`src/rtl/crop_pkg.sv`:
```
// Shared crop/pad definitions: FSM encoding, coordinate sizing and the
// window membership test used by both crop_filter and pad_filter.
package crop_pkg;

  typedef enum logic {
    IDLE   = 1'b0,
    ACTIVE = 1'b1
  } state_t;

  // Width of a counter that must hold values 0..max_val (never less than 1 bit).
  function automatic int coord_w(input int max_val);
    return (max_val < 1) ? 1 : $clog2(max_val + 1);
  endfunction

  function automatic logic in_window(input int y, input int x,
                                     input int y1, input int rows,
                                     input int x1, input int cols);
    return (y >= y1) && (y < y1 + rows) && (x >= x1) && (x < x1 + cols);
  endfunction

endpackage

```
`src/rtl/raster_counter.sv`:
```
// Raster-order (x fastest) position counter; frame_end flags the final
// position and the counter wraps to (0,0) when it advances past it.
module raster_counter
  import crop_pkg::*;
#(
  parameter int  COLS = 40,
  parameter int  ROWS = 40,
  localparam int XW   = coord_w(COLS - 1),
  localparam int YW   = coord_w(ROWS - 1)
) (
  input  logic          clk,
  input  logic          reset,
  input  logic          incr,
  output logic [XW-1:0] x,
  output logic [YW-1:0] y,
  output logic          frame_end
);

  logic [XW-1:0] r_x;
  logic [YW-1:0] r_y;
  logic          w_x_last;
  logic          w_y_last;

  assign w_x_last  = (r_x == XW'(COLS - 1));
  assign w_y_last  = (r_y == YW'(ROWS - 1));
  assign frame_end = w_x_last && w_y_last;
  assign x         = r_x;
  assign y         = r_y;

  always_ff @(posedge clk or negedge reset) begin
    if (!reset) begin
      r_x <= '0;
      r_y <= '0;
    end else if (incr) begin
      if (w_x_last) begin
        r_x <= '0;
        r_y <= w_y_last ? '0 : r_y + 1'b1;
      end else begin
        r_x <= r_x + 1'b1;
      end
    end
  end

endmodule

```
`src/rtl/pad_filter.sv`:
```
// Re-embeds a cropped raster stream at (Y_1, X_1) inside a full frame,
// filling every other position with PAD_VALUE; registered output stage.
module pad_filter
  import crop_pkg::*;
#(
  parameter int                         PIXEL_BIT_WIDTH = 12,
  parameter int                         IN_ROWS         = 20,
  parameter int                         IN_COLS         = 20,
  parameter int                         OUT_ROWS        = 40,
  parameter int                         OUT_COLS        = 40,
  parameter int                         Y_1             = 10,
  parameter int                         X_1             = 10,
  parameter logic [PIXEL_BIT_WIDTH-1:0] PAD_VALUE       = '0
) (
  input  logic                       clk,
  input  logic                       reset,
  input  logic [PIXEL_BIT_WIDTH-1:0] pixel_in,
  input  logic                       in_valid,
  output logic                       in_ready,
  output logic [PIXEL_BIT_WIDTH-1:0] pixel_out,
  output logic                       out_valid,
  input  logic                       out_ready,
  output logic                       out_last
);

  localparam int XW = coord_w(OUT_COLS - 1);
  localparam int YW = coord_w(OUT_ROWS - 1);

  state_t                     r_state;
  state_t                     w_state_next;
  logic [XW-1:0]              w_x;
  logic [YW-1:0]              w_y;
  logic                       w_frame_end;
  logic                       w_in_win;
  logic                       w_slot_free;
  logic                       w_load;
  logic                       w_in_ready;
  logic [PIXEL_BIT_WIDTH-1:0] r_pixel_out;
  logic                       r_out_valid;
  logic                       r_out_last;

  raster_counter #(
    .COLS (OUT_COLS),
    .ROWS (OUT_ROWS)
  ) u_cnt (
    .clk       (clk),
    .reset     (reset),
    .incr      (w_load),
    .x         (w_x),
    .y         (w_y),
    .frame_end (w_frame_end)
  );

  assign w_in_win    = in_window(int'(w_y), int'(w_x), Y_1, IN_ROWS, X_1, IN_COLS);
  assign w_slot_free = !r_out_valid || out_ready;

  // Window positions wait for input; padding positions load unconditionally.
  always_comb begin
    w_state_next = r_state;
    w_load       = 1'b0;
    w_in_ready   = 1'b0;
    case (r_state)
      IDLE: begin
        if (in_valid) w_state_next = ACTIVE;
      end
      ACTIVE: begin
        if (w_in_win) begin
          w_in_ready = w_slot_free;
          w_load     = w_slot_free && in_valid;
        end else begin
          w_load = w_slot_free;
        end
        if (w_load && w_frame_end) w_state_next = IDLE;
      end
      default: w_state_next = IDLE;
    endcase
  end

  always_ff @(posedge clk or negedge reset) begin
    if (!reset) r_state <= IDLE;
    else        r_state <= w_state_next;
  end

  always_ff @(posedge clk or negedge reset) begin
    if (!reset) begin
      r_pixel_out <= '0;
      r_out_valid <= 1'b0;
      r_out_last  <= 1'b0;
    end else if (w_load) begin
      r_pixel_out <= w_in_win ? pixel_in : PAD_VALUE;
      r_out_valid <= 1'b1;
      r_out_last  <= w_frame_end;
    end else if (out_ready) begin
      r_out_valid <= 1'b0;
      r_out_last  <= 1'b0;
    end
  end

  assign in_ready  = w_in_ready;
  assign pixel_out = r_pixel_out;
  assign out_valid = r_out_valid;
  assign out_last  = r_out_last;

endmodule

```
`config.mk`:
```
export PLATFORM = sky130hd
export DESIGN_NAME = pad_filter
export DESIGN_NICKNAME = d
export VERILOG_FILES = /design/src/rtl/crop_pkg.sv /design/src/rtl/raster_counter.sv /design/src/rtl/pad_filter.sv
export SDC_FILE = /design/constraint.sdc
export NUM_CORES = 1
export LEC_CHECK = 0
export CAP_MARGIN = 5
export CORE_AREA = 2 2 48 59
export CTS_BUF_LIST = sky130_fd_sc_hd__clkbuf_8
export DETAILED_ROUTE_END_ITERATION = 10
export DIE_AREA = 0 0 50 61
export PLACE_DENSITY = 0.86
export SYNTH_ARGS = -nofsm -noshare
export SYNTH_HDL_FRONTEND = slang
export SYNTH_SLANG_ARGS = --single-unit
```
`constraint.sdc`:
```
create_clock -name clk -period 4.1 [get_ports clk]
set_clock_uncertainty 0.05 [all_clocks]
set_input_delay 0.41 -clock clk [delete_from_list [all_inputs] [get_ports clk]]
set_output_delay 0.41 -clock clk [all_outputs]
set_load 0.005 [all_outputs]
```
# After elaboration in Yosys (flattened, before gate mapping)
# Cells that the tools add are included.
[op_classes] n_reduce_logical=10 muxes=14 n_eq_ne=2 n_lt_le_gt_ge=4 add_sub_neg=2 bitwise=1
[op_table] op="6-bit by 1-bit adder with 6-bit output (second input constant)" count=2
[op_table] op="6-bit equality test (second input constant)" count=2
[op_table] op="6-bit by 4-bit >= comparator with 1-bit output (second input constant)" count=2
[op_table] op="6-bit by 5-bit less-than comparator with 1-bit output (second input constant)" count=2
[op_table] op="12-bit 2-to-1 mux" count=1
[op_table] op="6-bit 2-to-1 mux" count=2
[op_table] op="1-bit 2-to-1 mux" count=10
[op_table] op="1-bit logical AND" count=6
[op_table] op="1-bit case mux with 2 select lines" count=1
[op_table] op="2-bit AND reduction" count=1
[op_table] op="2-bit nonzero test" count=1
[op_table] op="1-bit zero test" count=1
[op_table] op="1-bit logical OR" count=1
[op_table] op="1-bit inverter" count=1
[word_totals] wordCells=39 out_inout_bits=15 reg_bits=27 inputBits=16

# Depth between registers and ports, before layout
[logic_depth] word_depth=9 depth_mapped=8

# Modules after synthesis
# Synthesis repeated with hierarchy kept, for this count alone.
[hier_totals] hier_cells=105 hier_area_um2=1318.8
[by_module_without_submodules] module="pad_filter" area_per_inst_um2=679.4 seq_area_each_um2=375.4 cells_per_inst=49 n_inst=1
[by_module_without_submodules] module="raster_counter" area_per_inst_um2=639.4 seq_area_each_um2=300.3 cells_per_inst=56 n_inst=1

# Worst setup path before layout
# OpenSTA, ideal clock, no wires.
[synth_path] path_type="register -> register" start="reg u_cnt.r_y[0] (netlist: u_cnt.y[0])" end="reg r_pixel_out[0] (netlist: pixel_out[0])" path_stages_with_launch=9 t_arrival_ns=1.713 path_buffers=1 path_slack_ns=2.216 path_cell_list="dfrtp_1 -> inv_1 -> ha_1 -> o31a_1 -> o211ai_2 -> nor4_2 -> and2_4 -> buf_6 -> a22o_1"
[synth_between] elab_chain_len=7 word_cells_on_any_way=9 classes_between="order compare (2); mux (4); reduce/logical (3)"
[synth_rtl] element="start: declaration" line_no="raster_counter.sv:20" rtl="logic [YW-1:0] r_y;"
[synth_rtl] element="start signal: assignment" line_no="raster_counter.sv:37" rtl="r_y <= w_y_last ? '0 : r_y + 1'b1;"
[synth_rtl] element="6-bit by 4-bit >= comparator with 1-bit output / 6-bit by 5-bit less-than comparator with 1-bit output (equally long branches)" line_no="crop_pkg.sv:18" rtl="return (y >= y1) && (y < y1 + rows) && (x >= x1) && (x < x1 + cols);"
[synth_rtl] element="1-bit logical AND (*) (3 in series)" line_no="crop_pkg.sv:18"
[synth_rtl] element="1-bit 2-to-1 mux" line_no="pad_filter.sv:67" rtl="if (w_in_win) begin"
[synth_rtl] element="1-bit 2-to-1 mux (2 in series)" line_no="pad_filter.sv:62" rtl="case (r_state)"
[synth_rtl] element="end signal: assignment" line_no="pad_filter.sv:90" rtl="r_pixel_out <= w_in_win ? pixel_in : PAD_VALUE;"
[synth_rtl] element="end: declaration" line_no="pad_filter.sv:38" rtl="logic [PIXEL_BIT_WIDTH-1:0] r_pixel_out;"
# Every way passes the cells marked *; elsewhere a longest branch is shown, timed or not. The select of a mux whose other input is x is not followed.
# A chain may end at the register's enable or synchronous reset.

# Final worst setup path
[layout_path] start="reg u_cnt.r_y[0] (netlist: u_cnt.y[0])" end="out in_ready"
[layout_between] elab_chain_len=6 word_cells_on_any_way=7 classes_between="order compare (2); mux (2); reduce/logical (3)"
[layout_rtl] element="6-bit by 4-bit >= comparator with 1-bit output / 6-bit by 5-bit less-than comparator with 1-bit output (equally long branches)" line_no="crop_pkg.sv:18"
[layout_rtl] element="1-bit logical AND (*) (3 in series)" line_no="crop_pkg.sv:18"
[layout_rtl] element="1-bit 2-to-1 mux (*)" line_no="pad_filter.sv:67"
[layout_rtl] element="1-bit 2-to-1 mux (*)" line_no="pad_filter.sv:62"
[layout_rtl] element="end: declaration" line_no="pad_filter.sv:19" rtl="output logic in_ready,"
# Every way passes the cells marked *; elsewhere a longest branch is shown, timed or not.

==> reports/summary.txt <==
outcome - finished, final reports clean
Pleak - 0.720 nW
Total GRT Usage - 18.1%
Post-synth EDFFs - 0
Worst path max stage delay - 0.55 ns
DIE AREA - 3050 sq um
CTS tree - yes
Worst Path Arrival - 2.08 ns
Routed Antenna Nets - 0
post-synth cell types - 34
worst hold path type - in2async
top cells by count, synth - dfrtp_1 (27), a22o_1 (12), nand2_1 (8)
area grow syn2layout - 27.4%
Mean Syn Cell Area - 11.9 sq um
Yosys reg bits - 27
H-tree depth - 1
CTS Hold Buffers Added - 0
FF/Latch Area - 676 sq um
Seq/Total Area, Yosys - 52.5%
total vias in the final route - 946
startpoint types - flip-flop
worst-path cell chain - inv_1 > ha_1 > o31a_1 > o211ai_2 > nor4_2 > clkdlybuf4s50_1
RSZ-0062 raised after global routing - false
r2r setup slk - 1.65 ns
Final setup viols - 0
Power Total - 0.623 mW
I/O Buffers - 30
most common flop cell mapped by yosys - dfrtp_1
max_slew headroom - 26.8%
Pre-Repair DR Iteration Count - 4
clock slew at reported path FFs - 0.08 ns
Core Region - 2480 sq um
diode count - 0
post-CTS sizing - 0
Crit path depth - 6
Ys Warns - 0
setup TNS - 0 ns
area of the multi-input gates - 558 sq um
Peak supply drop - 0.266 mV
Final Hold Fails - 0
Cells after Synth - 108
I/O pin total - 31
CTS root buf - clkbuf_8
Clock Sinks - 27
GPL Wtd Cong - 0.791
die width - 50 um
Post-synth ARST share - 100%
initial core utilization - 51.9%
Cell Area, Synth - 1290 sq um
critical path required time - 3.64 ns
fmax - 0.393 GHz
share of layout cells above drive strength 1 - 7.91%
initial antenna violation count - 0
Final min period - 2.54 ns
cell taking the most area after synthesis - dfrtp_1
R2R depth - 7
Vias/cell - 5.50
postcts setup bufs - 0
global route overflow - 0
first-pass GRT wire length - 4210 um
Syn Nets - 128
top-area cell type share of the netlist area - 52.5%
Nets - 160
WL final - 2380 um
Setup crit end kind - output pin
Worst-Skew Late Latency - 0.26 ns
CP top delay family - buffers and inverters
floorplan row count - 20
crit path buf inv count - 2
largest net degree at the start of global routing - 28
wire length per cell - 13.8 um
Max clock buf depth - 2
final period utilization - 62.1%
FILL cells - 169
FF-to-FF End - u_cnt.x[4]
Worst path slowest cell - clkdlybuf4s50_1
worst reg2reg startpoint - u_cnt.y[0]
die height - 61 um
post-DP HPWL - 1780 um
Power Density - 380 nW/um^2
Slew Viols, Final - 0
number of global-route vias before repair - 998
most numerous cell in the Yosys netlist - dfrtp_1
Max FO, Critical Path - 5
slew at the pin with the worst max-slew slack - 1.09 ns
Initial DRC Count - 16
Area contributors post-synth - dfrtp_1 (53%), a22o_1 (8.2%), ha_1 (3.9%), buf_6 (2.6%), o21ai_0 (2.3%)
Num CTS Buffers - 3
WS Path Type - reg2out
Remaining DRCs - 0
max-cap violations - 0
## where the power goes
group	total, mW	internal (mW)	leakage [nW]	switching [mW]
registers	0.355	0.300	0.353	0.0552
logic	0.125	0.0633	0.339	0.0617
clock network	0.143	0.0670	0.0269	0.0758
total	0.623	0.431	0.720	0.193
## through the flow
step                      cell area [sq um]  std cells  hold slack (ns)  worst slack [ns]  utilization [%]
after floorplan                        1290        108           0.0644              2.22                -
after global placement                 1590        168            0.434              1.68             64.3
after detailed placement               1590        168            0.432              1.64             64.3
after CTS                              1640        172            0.459              1.54             66.2
after global routing                   1640        172            0.469              1.37             66.2
final                                  1640        172            0.452              1.56             66.2
## final cells by class
type | count | area share (%)
inverters | 3 | 0.687
clock inverters | 1 | 0.229
repair buffers | 31 | 18.8
clock buffers | 3 | 2.52
flip-flops and latches | 27 | 41.2
multi-input cells | 74 | 34.0
well taps | 33 | 2.52
## flip-flops by register name, summed over array words and instances, names as in the netlist
| signal | flops |
|---|---|
| out_valid | 1 |
| pixel_out | 12 |
| out_last | 1 |
| u_cnt.x | 6 |
| u_cnt.y | 6 |
| r_state | 1 |
## placed cells by master (no fill, tap or decap)
cell,n
and3_1,2
clkdlybuf4s50_1,30
o21a_1,1
inv_1,4
nand4_1,2
xor2_1,2
o41ai_4,1
nor2_1,3
or3_1,1
nand2_1,8
nand2_2,1
o211ai_2,1
a21o_1,1
nand3_1,5
and2_1,3
clkbuf_8,3
nor3_2,1
xnor2_1,2
a22o_1,12
nand3b_1,3
nor4_2,1
and2_4,1
nor3b_4,1
nor3b_1,1
o31a_1,2
nor2b_1,2
nand2b_1,1
nor3_1,1
o31ai_1,3
dfrtp_1,27
ha_1,4
or4_1,1
o21ai_0,6
o41ai_1,1
buf_4,1
## how the worst max path moves through the flow
stage | from | endpoint | slack (ns)
6_report | u_cnt.y[0] | in_ready | 1.56
5_1_grt | u_cnt.y[0] | u_cnt.x[4] | 1.37
4_1_cts | u_cnt.y[0] | in_ready | 1.54
3_5_place_dp | u_cnt.y[0] | u_cnt.x[4] | 1.64
3_3_place_gp | out_ready | in_ready | 1.68
2_1_floorplan | u_cnt.y[0] | pixel_out[0] | 2.22
## cell families (layout without fill, tap and decap cells)
family	after synthesis	count (layout)	share of synthesized area (%)
compound gates	28	28	18.6
xor+xnor	4	4	2.72
fa+ha+maj	4	4	3.89
buf+inv	7	38	4.09
flops	27	27	52.5
simple gates	38	38	18.2
## per-layer routing
| layer | track usage [%] | part of all wire [%] | up-vias |
|---|---|---|---|
| li1 | - | - | 454 |
| met1 | 25.0 | 49 | 461 |
| met2 | 28.6 | 46 | 27 |
| met3 | 2.96 | 4.8 | 4 |
| met4 | 7.14 | 0.63 | 0 |
| met5 | 0 | 0 | - |
(Power assumes the default switching activity.)
